`config.mk`:
```
export PLATFORM = sky130hd
export DESIGN_NAME = fetch_unit
export DESIGN_NICKNAME = d
export VERILOG_FILES = /design/src/rtl/fetch_unit.sv
export SDC_FILE = /design/constraint.sdc
export NUM_CORES = 1
export LEC_CHECK = 0
export BUFFER_PORTS_ARGS = -buffer_cell sky130_fd_sc_hd__buf_2
export CELL_PAD_IN_SITES_DETAIL_PLACEMENT = 1
export CELL_PAD_IN_SITES_GLOBAL_PLACEMENT = 1
export CORE_ASPECT_RATIO = 0.6
export CORE_MARGIN = 8
export CORE_UTILIZATION = 40
export DETAILED_ROUTE_END_ITERATION = 12
export GPL_TIMING_DRIVEN = 0
export PLACE_DENSITY_LB_ADDON = 0.1
export SYNTH_ARGS = -nofsm -noshare
export SYNTH_HDL_FRONTEND = slang
export SYNTH_SLANG_ARGS = --single-unit
export TNS_END_PERCENT = 5
```
`constraint.sdc`:
```
create_clock -name clk -period 3.3 [get_ports clk]
set_clock_uncertainty 0.05 [all_clocks]
set_input_delay 0.165 -clock clk [delete_from_list [all_inputs] [get_ports clk]]
set_output_delay 0.165 -clock clk [all_outputs]
set_load 0.02 [all_outputs]
```
`src/rtl/fetch_unit.sv`:
```
// ---------------------------------------------------------------------------
// fetch_unit
//
// Instruction fetch stage. The block owns the program counter and keeps at
// most one instruction-memory request in flight. Each returned word is held in
// an instruction register together with the PC it came from until decode
// takes it. Branch resolution can redirect the PC at any time. Any response
// that belongs to the old instruction stream is then discarded.
//
// The opcode, funct3 and funct7 fields are plain slices of the instruction
// register. ALU control uses them directly, so they only change on the edge
// that loads a new instruction.
//
// Parameters
//   RESET_PC         first fetch address after reset (bits [1:0] must be 0)
//
// Ports
//   clk              rising-edge clock
//   rst_n            asynchronous active-low reset
//   imem_req_valid   request valid (fetch FSM is issuing)
//   imem_req_ready   memory accepts the request this cycle
//   imem_req_addr    fetch address, always equal to the PC register
//   imem_resp_valid  response word valid (only honoured while waiting)
//   imem_resp_data   instruction word from memory
//   redirect_valid   single-cycle taken branch/jump pulse
//   redirect_pc      redirect target (bits [1:0] are ignored)
//   inst_valid       instruction register holds a word for decode
//   inst_ready       decode accepts the instruction this cycle
//   inst             instruction register
//   inst_pc          PC of the word in the instruction register
//   opcode           inst[6:0]
//   funct3           inst[14:12]
//   funct7           inst[31:25]
// ---------------------------------------------------------------------------
module fetch_unit #(
  parameter logic [31:0] RESET_PC = 32'h0000_0000
) (
  input  logic        clk,
  input  logic        rst_n,
  output logic        imem_req_valid,
  input  logic        imem_req_ready,
  output logic [31:0] imem_req_addr,
  input  logic        imem_resp_valid,
  input  logic [31:0] imem_resp_data,
  input  logic        redirect_valid,
  input  logic [31:0] redirect_pc,
  output logic        inst_valid,
  input  logic        inst_ready,
  output logic [31:0] inst,
  output logic [31:0] inst_pc,
  output logic [6:0]  opcode,
  output logic [2:0]  funct3,
  output logic [6:0]  funct7
);

  typedef enum logic [1:0] {
    IDLE = 2'd0,
    REQ  = 2'd1,
    WAIT = 2'd2,
    FULL = 2'd3
  } state_t;

  // The reset value of the instruction register is a NOP (addi x0, x0, 0).
  // Until the first real fetch, ALU control therefore sees a harmless
  // decode.
  localparam logic [31:0] NOP_INST = 32'h0000_0013;

  state_t      state_q, state_d;
  logic [31:0] pc_q, pc_d;
  logic        drop_q, drop_d;
  logic [31:0] inst_q, inst_d;
  logic [31:0] inst_pc_q, inst_pc_d;

  logic [31:0] redirect_tgt;

  // Instructions are word aligned, so the low address bits of a target are
  // cleared rather than trusted.
  assign redirect_tgt = redirect_pc & 32'hFFFF_FFFC;

  always_comb begin
    state_d   = state_q;
    pc_d      = pc_q;
    drop_d    = drop_q;
    inst_d    = inst_q;
    inst_pc_d = inst_pc_q;

    unique case (state_q)
      IDLE: begin
        state_d = REQ;
      end

      REQ: begin
        if (redirect_valid) begin
          pc_d = redirect_tgt;
        end
        if (imem_req_ready) begin
          // A request that is accepted together with a redirect still fetches
          // the old PC. Its response has to be thrown away.
          state_d = WAIT;
          drop_d  = redirect_valid;
        end
      end

      WAIT: begin
        if (imem_resp_valid) begin
          if (redirect_valid) begin
            pc_d = redirect_tgt;
          end
          if (drop_q || redirect_valid) begin
            // The word belongs to a stream that has been redirected away.
            // Refetch from the current PC.
            drop_d  = 1'b0;
            state_d = REQ;
          end else begin
            inst_d    = imem_resp_data;
            inst_pc_d = pc_q;
            pc_d      = pc_q + 32'd4;
            state_d   = FULL;
          end
        end else if (redirect_valid) begin
          // The request is still in flight. Remember to discard its response.
          pc_d   = redirect_tgt;
          drop_d = 1'b1;
        end
      end

      FULL: begin
        if (redirect_valid) begin
          // Flush. The instruction register keeps its stale contents but is
          // never presented, because inst_valid is masked this cycle.
          pc_d    = redirect_tgt;
          state_d = REQ;
        end else if (inst_ready) begin
          state_d = REQ;
        end
      end

      default: begin
        state_d = IDLE;
      end
    endcase
  end

  always_ff @(posedge clk or negedge rst_n) begin
    if (!rst_n) begin
      state_q   <= IDLE;
      pc_q      <= RESET_PC;
      drop_q    <= 1'b0;
      inst_q    <= NOP_INST;
      inst_pc_q <= 32'h0000_0000;
    end else begin
      state_q   <= state_d;
      pc_q      <= pc_d;
      drop_q    <= drop_d;
      inst_q    <= inst_d;
      inst_pc_q <= inst_pc_d;
    end
  end

  assign imem_req_valid = (state_q == REQ);
  assign imem_req_addr  = pc_q;

  // This is the only combinational input-to-output path. A redirect kills the
  // decode handshake in the same cycle.
  assign inst_valid = (state_q == FULL) && !redirect_valid;

  assign inst    = inst_q;
  assign inst_pc = inst_pc_q;
  assign opcode  = inst_q[6:0];
  assign funct3  = inst_q[14:12];
  assign funct7  = inst_q[31:25];

endmodule

```
==> results of run 1 <==
-- per-stage QoR --
step / util, % / std cells / area (µm²) / total power, W / setup slack (ps)
after floorplan: - / 415 / 4712 / 0.003972 / 981.2
after global placement: 51.03 / 757 / 5823 / 0.005002 / 574.0
after detailed placement: 51.29 / 758 / 5853 / 0.005145 / 482.2
after CTS: 56.10 / 800 / 6401 / 0.006220 / 472.6
after global routing: 56.27 / 802 / 6421 / 0.006572 / 203.9
final: 56.27 / 802 / 6421 / 0.006188 / 333.7
-- sequential cells by signal (all words and copies together) (netlist names) --
signal	count
drop_q	1
inst_pc	32
imem_req_addr	32
state_q	2
inst	32
-- placed cells by master (no fill, tap or decap), types with 4 or more instances in the layout --
| master | netlist | routed |
|---|---|---|
| clkbuf_1 | 12 | 12 |
| buf_4 | 17 | 18 |
| a22oi_1 | 4 | 4 |
| o21ai_0 | 21 | 21 |
| nand4_1 | 7 | 7 |
| o211ai_1 | 5 | 5 |
| nand3_1 | 15 | 15 |
| clkbuf_16 | 0 | 9 |
| ha_1 | 6 | 6 |
| dfrtp_1 | 96 | 96 |
| o22ai_1 | 6 | 6 |
| dlygate4sd3_1 | 0 | 28 |
| a21oi_1 | 18 | 18 |
| mux2_2 | 64 | 64 |
| buf_2 | 6 | 187 |
| inv_1 | 12 | 12 |
| mux2i_1 | 4 | 4 |
| nand2b_1 | 5 | 5 |
| nand2_1 | 24 | 24 |
| a31oi_1 | 4 | 4 |
| nor2_1 | 27 | 27 |
| nor3_1 | 7 | 7 |
-- routing by layer --
| layer | share of wire, % | wire length [µm] | up-vias |
|---|---|---|---|
| li1 | - | - | 1934 |
| met1 | 43 | 7177 | 2098 |
| met2 | 48 | 7881 | 131 |
| met3 | 7.7 | 1268 | 18 |
| met4 | 1.4 | 231 | 0 |
| met5 | 0 | 0 | - |
-- kinds of logic after synthesis --
logic type	synth area share, %
and+or+nand+nor	12.51
DFF	52.66
AOI/OAI and AO/OA	11.37
muxes	16.14
buffers and inverters	5.364
adders and majority gates	1.593
xor gates and xnor gates	0.3718
-- synth_stat cells (4+ instances only) --
master	n
o21ai_0	21
o211ai_1	5
buf_4	17
a22oi_1	4
nand2b_1	5
inv_1	12
o22ai_1	6
mux2_2	64
nor2_1	27
nand4_1	7
a21oi_1	18
ha_1	6
dfrtp_1	96
buf_2	6
nor3_1	7
nand2_1	24
nand3_1	15
mux2i_1	4
a31oi_1	4
clkbuf_1	12
-- power by group through the flow --
stage	clock, W	combinational (W)	sequential, W
detailed placement	0	0.00289	0.00225
global route	0.00110	0.00314	0.00233
global placement	0	0.00281	0.00220
CTS	0.00105	0.00293	0.00224
finish	0.00103	0.00291	0.00224
floorplan	0	0.00122	0.00275
-- worst register-to-register path: stages, from the launching register on --
cell      delay, ps
dfrtp_1         380
inv_1           100
ha_1            250
or3b_2          540
nor3_1         1010
nand2_1         190
o311ai_0        320
-- area by class of cell --
type	count	area share, %
Timing Repair Buffer	211	19.02
Clock inverter	5	0.5456
Clock buffer	11	3.936
Tap cell	160	3.118
Multi-Input combinational cell	268	30.81
Buffer	36	3.235
Inverter	12	0.7015
Sequential cell	99	38.64
-- worst paths after layout --
path	from	end	slack, ps
worst max-delay path	state_q[1]$_DFFE_PN0P_	imem_req_addr[18]$_DFFE_PN0P_	330
worst min-delay path	imem_resp_data[16]	inst[16]$_DFFE_PN0N_	4
worst max register to register	state_q[1]$_DFFE_PN0P_	imem_req_addr[18]$_DFFE_PN0P_	330
worst min register to register	inst_pc[8]$_DFFE_PN0N_	inst_pc[8]$_DFFE_PN0N_	450
max in group asynchronous	rst_n	inst[0]$_DFFE_PN1N_	2230
min in group asynchronous	rst_n	inst_pc[2]$_DFFE_PN0N_	240
==> metrics.txt, run 1 <==
Psw around 0.0028 W; synth top area cells dfrtp_1, mux2_2, buf_4; Post-synth EDFFs 0; GRT Total Usage a little over a fifth; Worst slew margin between 10 and 15%; Final setup viols 0; Crit path required time about 3500 ps; CP cell instances inv_1, ha_1, or3b_2, nor3_1, nand2_1, o311ai_0; Sink Count just under 100; Yosys cell types 54; postcts setup bufs 0; Root Driver clkbuf_16; GR peak layer met2; DRT Pass-1 Iters 4; Clock Path Buffers 2; Post-Synthesis Net Count slightly below 500; CTS tree done; post_cts resized 0; Cell Int Power 0.003410 W; hold buffers post-CTS 26; Total Die Area about 0.016 mm²; Worst Setup Start Kind register; worst-skew pair later-pin latency ~350 ps; Comb power frac a little under half; Crit path max-delay family simple AND/OR/NAND/NOR gates; CP endpoint kind register; cells after synthesis between 400 and 500; Crit Path Category reg2reg; Main synth FF type dfrtp_1; share of cells above drive strength 1 47.04%; Max Cap Viol 0; CP arrival 3150 ps; GRT met2 Usage between 30% and 40%; DRC viols 0; register area share after synthesis a little over half; drt total wl 16.56 mm; RSZ-0062 raised after global routing false; final hold vios 0; status finished, final reports clean; Die H ~100 µm; sw frac roughly 45%; crit-path max cell delay approximately 1000 ps; Buf/Inv on CP 1; Clk pwr share roughly 17%; Vias/cell between 5 and 6; initial core utilization about two fifths; pwr dens slightly below 1000 mW/mm²; area share of the largest cell type after synthesis approximately half; # fillers roughly 1300; Crit Path Max Fanout 7; DR vias 4181; hold crit path type in2reg; gpl congestion 0.7854; Reg2Reg Depth 6; Num CTS Buffers 9; grt met3 use between 6 and 7%; Final ANT Viol Nets 0; First DRT Iteration DRCs approximately 260; number of synthesized register bits 99; ANT cells 0; Max rail drop VDD between 300 and 400 µV; number of global-route vias before repair roughly 4700; drt wl/cell roughly 21 µm; synthesized area around 0.0047 mm²; Worst-path clk slew about 70 ps; IO Pins around 190; Slew Viols, Final 0; Async SR Flop Fraction 100.0%; row count 30; fin crit period 2966 ps; FF/Latch Area 0.002481 mm²; leak pwr 3.175 nW; largest net degree at the start of global routing 70; global-route wire length before repair 26.17 mm; area leader, netlist dfrtp_1; Core Area 0.01141 mm²; CTS H-tree lvls 3; grt total ovfl 0; Tcrit/Tclk final around nine tenths; measured slew at the worst slew-check pin ~1300 ps; HPWL after DPL 12.13 mm; total number of yosys warnings 0; met1 GRT Util a little over a quarter; Hold Path Depth 2; Final TNS setup 0 ps; footprint of the multi-input gates slightly below 0.002 mm²; Area growth syn-to-layout 36.27%; syn_area_per_cell approximately 11 µm²; worst hold slack 4.356 ps; input/output buffers 182; maximum clock frequency between 300 and 400 MHz; Worst path depth 6; Die X around 160 µm; Reg power frac ~36%; slowest cell on the critical path nor3_1; initial antenna violation count 0; # nets final between 700 and 800
(Power assumes the default switching activity.)
==> run 2: changes to the inputs <==
--- a/config.mk
+++ b/config.mk
@@ -10,7 +10,7 @@
 export CELL_PAD_IN_SITES_GLOBAL_PLACEMENT = 1
 export CORE_ASPECT_RATIO = 0.6
 export CORE_MARGIN = 8
-export CORE_UTILIZATION = 40
+export CORE_UTILIZATION = 33
 export DETAILED_ROUTE_END_ITERATION = 12
 export GPL_TIMING_DRIVEN = 0
 export PLACE_DENSITY_LB_ADDON = 0.1
==> constraint.sdc (replaced) <==
create_clock -name clk -period 2.6 [get_ports clk]
set_clock_uncertainty 0.05 [all_clocks]
set_input_delay 0.13 -clock clk [delete_from_list [all_inputs] [get_ports clk]]
set_output_delay 0.13 -clock clk [all_outputs]
set_load 0.02 [all_outputs]
==> metrics.txt, run 2 (synthesis results as in run 1) <==
Worst-path clk slew 70 ps (about the same); Vias/cell 4.945 (-5.2%); CP cell instances inv_1, ha_1, or3b_2, nor2_1, clkbuf_1, a32oi_1, o22a_2; Crit Path Max Fanout 10 (+3); IO Pins 185 (unchanged); Buf/Inv on CP 2 (+1); global-route wire length before repair 26.77 mm (+2.3%); footprint of the multi-input gates 0.002018 mm² (+2.0%); fin crit period 2592 ps (-374.7 ps); final core utilization 48.27% (-8.0 points); Die X 170.3 µm (+9.1%); Final setup viols 0 (unchanged); status finished, final reports clean; Root Driver clkbuf_16; gpl congestion 0.7704 (-1.9%); Final ANT Viol Nets 0 (unchanged); # fillers 1579 (+20%); CP endpoint kind register; uppermost layer routed met4; Slew Viols, Final 0 (unchanged); share of cells above drive strength 1 46.88% (-0.16 points); pwr dens 1179 mW/mm² (+22%); GRT Total Usage 18.27% (-3.2 points); initial antenna violation count 1 (+1); maximum clock frequency 385.9 MHz (+14%); Max Cap Viol 0 (unchanged); initial core utilization 34.17% (-7.1 points); Total Die Area 0.01848 mm² (+18%); final std cells w/o fill 850 (+6.0%); postcts setup bufs 0 (unchanged); leak pwr 3.275 nW (+3.2%); Met1 Routed Length 7.382 mm (+2.9%); RSZ-0062 raised after global routing true; Max rail drop VDD 541.7 µV (+46%); CP arrival 2770 ps (-380 ps); worst-skew pair later-pin latency 340 ps (about the same); Worst slew margin 54.79% (+43 points); input/output buffers 182 (unchanged); FF/Latch Area 0.002481 mm² (unchanged); number of global-route vias before repair 4718 (+0.021%); cell total after placement 790 (+4.2%); Sink Count 99 (unchanged); grt total ovfl 0 (unchanged); Worst Setup Start Kind register; row count 33 (+10%); First DRT Iteration DRCs 215 (-16%); Area growth syn-to-layout 41.26%; most frequent cells in the layout buf_2, dfrtp_1, mux2_2; leading cell type in the layout, fill and taps excluded buf_2; HPWL after DPL 12.26 mm (+1.1%); Die H 108.6 µm (+8.5%); crit-path max cell delay 550 ps (-460 ps); Core Area 0.01379 mm² (+21%); # nets final 728 (+2.1%); routed wl met3 1.315 mm (+3.7%); slowest cell on the critical path or3b_2; Crit path max-delay family simple AND/OR/NAND/NOR gates; Tcrit/Tclk final 99.68% (+9.8 points); reg2reg setup slack 8 ps (-330 ps); CTS H-tree lvls 3 (unchanged); DRT Pass-1 Iters 4 (unchanged); Crit Path Category reg2reg; Crit path required time 2780 ps (-700 ps); Clock Path Buffers 2 (unchanged); drt total wl 16.51 mm (-0.28%); measured slew at the worst slew-check pin 673.1 ps (-635.3 ps); Num CTS Buffers 9 (unchanged); hold crit path type in2reg; WL met2 7.749 mm (-1.7%); final hold vios 0 (unchanged); drt wl/cell 19.43 µm (-5.9%); CTS tree done; DR vias 4203 (+0.53%); DRC viols 0 (unchanged); largest net degree at the start of global routing 66 (-5.7%)
## run 2: final cells by class
type / instances / area share, %
clock buffers: 11 / 3.797
multi-input cells: 268 / 30.32
clock inverters: 5 / 0.5263
flip-flops and latches: 99 / 37.27
diodes: 1 / 0.03759
well taps: 192 / 3.609
inverters: 12 / 0.6767
repair buffers: 226 / 20.60
plain buffers: 36 / 3.158
## run 2: worst paths after layout
kind                                        start                       endpoint  depth (start not counted)
setup / recovery           state_q[1]$_DFFE_PN0P_   imem_req_addr[5]$_DFFE_PN0P_                          7
hold / removal                    redirect_pc[10]  imem_req_addr[10]$_DFFE_PN0P_                          3
setup reg to reg           state_q[1]$_DFFE_PN0P_   imem_req_addr[5]$_DFFE_PN0P_                          7
hold reg to reg            inst_pc[5]$_DFFE_PN0N_         inst_pc[5]$_DFFE_PN0N_                          1
max in group asynchronous                   rst_n            inst[0]$_DFFE_PN1N_                          3
min in group asynchronous                   rst_n         inst_pc[2]$_DFFE_PN0N_                          2
## run 2: through the flow
step / TNS (ps) / hold WS (ps) / total power [W] / instance area, µm² / setup slack (ps)
CTS: -21.49 / 12.82 / 0.007928 / 6633 / -21.49
floorplan: 0 / -215.6 / 0.005041 / 4712 / 281.2
detailed placement: -3725 / 82.44 / 0.006516 / 5893 / -252.3
finish: 0 / 19.06 / 0.007851 / 6656 / 8.426
global route: -641.9 / 19.20 / 0.008411 / 6656 / -112.2
global placement: -995.4 / 310.9 / 0.006389 / 5863 / -196.1
## run 2: report_power, final
part | internal [W] | switching (W) | total (W)
clock | 0.000705 | 0.000607 | 0.00131
sequential | 0.00220 | 0.000624 | 0.00282
combinational | 0.00144 | 0.00227 | 0.00372
total | 0.00435 | 0.00350 | 0.00785
## run 2: worst reg2reg max path, cell delays in order, from the launching register on
cell and delay (ps):
dfrtp_1 380, inv_1 100, ha_1 240, or3b_2 550, nor2_1 280, clkbuf_1 460
a32oi_1 190, o22a_2 240
## run 2: per-layer routing
layer | global-route usage (%) | up-vias
met1 | 24.51 | 2105
met4 | 3.115 | 0
met5 | 0 | -
met2 | 28.78 | 130
met3 | 6.002 | 4
li1 | - | 1964
## run 2: timing repair
action / in CTS / in global routing
resized for setup: 5 / 5
pin swaps: 0 / 1
hold buffers: 43 / 0
hold endpoints to repair: 76 / 0
setup endpoints to repair: 71 / 23
==> run 3: changes to the inputs <==
--- a/config.mk
+++ b/config.mk
@@ -13,6 +13,7 @@
 export CORE_UTILIZATION = 33
 export DETAILED_ROUTE_END_ITERATION = 12
 export GPL_TIMING_DRIVEN = 0
+export MAX_ROUTING_LAYER = met4
 export PLACE_DENSITY_LB_ADDON = 0.1
 export SYNTH_ARGS = -nofsm -noshare
 export SYNTH_HDL_FRONTEND = slang
==> metrics.txt, run 3 (synthesis results as in run 1) <==
Worst R2R End imem_req_addr[5]$_DFFE_PN0P_; CTS H-tree lvls 3 (unchanged); Worst slew margin 52.12% (-2.7 points); CP cell instances inv_1, ha_1, or3b_2, nor2_1, clkbuf_1, a32oi_1, o22a_2; HPWL after DPL 12.26 mm (unchanged); FF-to-FF Start state_q[1]$_DFFE_PN0P_; DR vias 4176 (-0.64%); Reg2Reg Depth 7 (unchanged); Crit Path Max Fanout 10 (unchanged); Max Cap Viol 0 (unchanged); # nets final 728 (unchanged); Hold Startpoint redirect_pc[10]; CP arrival 2770 ps (about the same); CP endpoint kind register; Vias/cell 4.913 (-0.64%); global-route wire length before repair 26.72 mm (-0.16%); Sink Count 99 (unchanged); Crit path required time 2780 ps (about the same); Comb power frac 47.4% (about the same); GRT Total Usage 18.83% (+0.55 points); most frequent cells in the layout buf_2, dfrtp_1, mux2_2; Total Die Area 0.01848 mm² (unchanged); Worst-path clk slew 70 ps (about the same); leading cell type in the layout, fill and taps excluded buf_2; drt wl/cell 19.43 µm (about the same); Core Area 0.01379 mm² (unchanged); Root Driver clkbuf_16; maximum clock frequency 386.1 MHz (about the same); initial core utilization 34.17% (unchanged); reg2reg setup slack 10 ps (about the same); grt total ovfl 0 (unchanged); Final ANT Viol Nets 0 (unchanged); IO Pins 185 (unchanged); DP Worst Slack -252.3 ps (unchanged); leak pwr 3.275 nW (unchanged); sw frac 44.61% (about the same); row count 33 (unchanged); drt total wl 16.52 mm (about the same); status finished, final reports clean; number of global-route vias before repair 4721 (+0.064%); Cell Int Power 0.004349 W (about the same); pwr dens 1180 mW/mm² (about the same); Crit Path Category reg2reg; Die X 170.3 µm (unchanged); Clock Path Buffers 2 (unchanged); crit-path max cell delay 550 ps (about the same); measured slew at the worst slew-check pin 714.3 ps (+41.16 ps); gpl congestion 0.7807 (+1.3%); initial antenna violation count 1 (unchanged); worst-skew pair later-pin latency 340 ps (about the same); Tcrit/Tclk final 99.61% (about the same); First DRT Iteration DRCs 224 (+4.2%); share of cells above drive strength 1 46.88% (unchanged); RSZ-0062 raised after global routing true; final core utilization 48.27% (unchanged); CTS tree done; input/output buffers 182 (unchanged); Crit path max-delay family simple AND/OR/NAND/NOR gates; slowest cell on the critical path or3b_2; Buf/Inv on CP 2 (unchanged); final hold vios 0 (unchanged); fin crit period 2590 ps (-1.592 ps); Clk pwr share 16.6% (about the same); hold crit path type in2reg; DRT Pass-1 Iters 4 (unchanged); Final setup viols 0 (unchanged); Slew Viols, Final 0 (unchanged); Hold Crit Endpoint imem_req_addr[10]$_DFFE_PN0P_; Die H 108.6 µm (unchanged); DRC viols 0 (unchanged); largest net degree at the start of global routing 66 (unchanged); Hold Path Depth 3 (unchanged); Psw 0.003503 W (about the same); Worst Setup Slack, final 10.02 ps (+1.592 ps); Max rail drop VDD 541.6 µV (about the same); Area growth syn-to-layout 41.26% (unchanged); Num CTS Buffers 9 (unchanged); Worst Setup Start Kind register; Reg power frac 35.9% (about the same)
[run 3: metal layers]
layer  GRT usage (%)  up-vias  routed length, µm
li1                -     1953                  -
met1           25.08     2107               7728
met2           28.78      112               7722
met3           4.947        4               1000
met4           3.115        0                 67
met5               -        -                  0
[run 3: worst max-delay path by stage]
stage,endpoint,cells after the start,slack [ps],from
3_5_place_dp,imem_req_addr[18]$_DFFE_PN0P_,6,-250,state_q[1]$_DFFE_PN0P_
2_1_floorplan,imem_req_addr[20]$_DFFE_PN0P_,6,280,imem_req_addr[2]$_DFFE_PN0P_
4_1_cts,imem_req_addr[31]$_DFFE_PN0P_,6,-20,imem_req_addr[11]$_DFFE_PN0P_
3_3_place_gp,imem_req_addr[18]$_DFFE_PN0P_,6,-200,state_q[1]$_DFFE_PN0P_
6_report,imem_req_addr[5]$_DFFE_PN0P_,7,10,state_q[1]$_DFFE_PN0P_
5_1_grt,imem_req_addr[5]$_DFFE_PN0P_,7,-110,state_q[1]$_DFFE_PN0P_
[run 3: layout make-up]
cell class | count | area (µm²)
clock inverter | 5 | 35.03
multi-input combinational | 268 | 2018
tap | 192 | 240.2
inverter | 12 | 45.04
timing repair buffer | 226 | 1371
antenna | 1 | 2.502
fill | 1579 | 7134
buffer | 36 | 210.2
clock buffer | 11 | 252.7
sequential | 99 | 2481
[run 3: power by group through the flow]
stage                     logic [W]  registers (W)  clock network, W
after detailed placement    0.00366        0.00285                 0
final                       0.00372        0.00282           0.00131
after global routing        0.00404        0.00296           0.00141
after CTS                   0.00375        0.00283           0.00135
after floorplan             0.00155        0.00349                 0
after global placement      0.00358        0.00281                 0
[run 3: tightest hold or removal path, delay by kind of cell]
kind                   cells  cell delay (ps)
buffers and inverters      1               80
AO/OA/AOI/OAI              1               70
AND/OR/NAND/NOR            1               90
[run 3: per-stage QoR]
step	instances	power [W]	hold slack [ps]	cell area (µm²)	TNS, ps
floorplan	415	0.005041	-215.6	4712	0
global placement	789	0.006389	310.9	5863	-995.4
detailed placement	790	0.006516	82.44	5893	-3725
CTS	849	0.007928	12.82	6633	-21.49
global route	850	0.008406	19.18	6656	-644.9
finish	850	0.007852	22.23	6656	0
[run 3: timing repair]
item                                    CTS  global route
pin swaps                                 0             1
hold buffers                             43             0
endpoints found under the setup margin   71            23
hold endpoints to repair                 76             0
gates resized for setup                   5             5
buffers inserted                          0             0
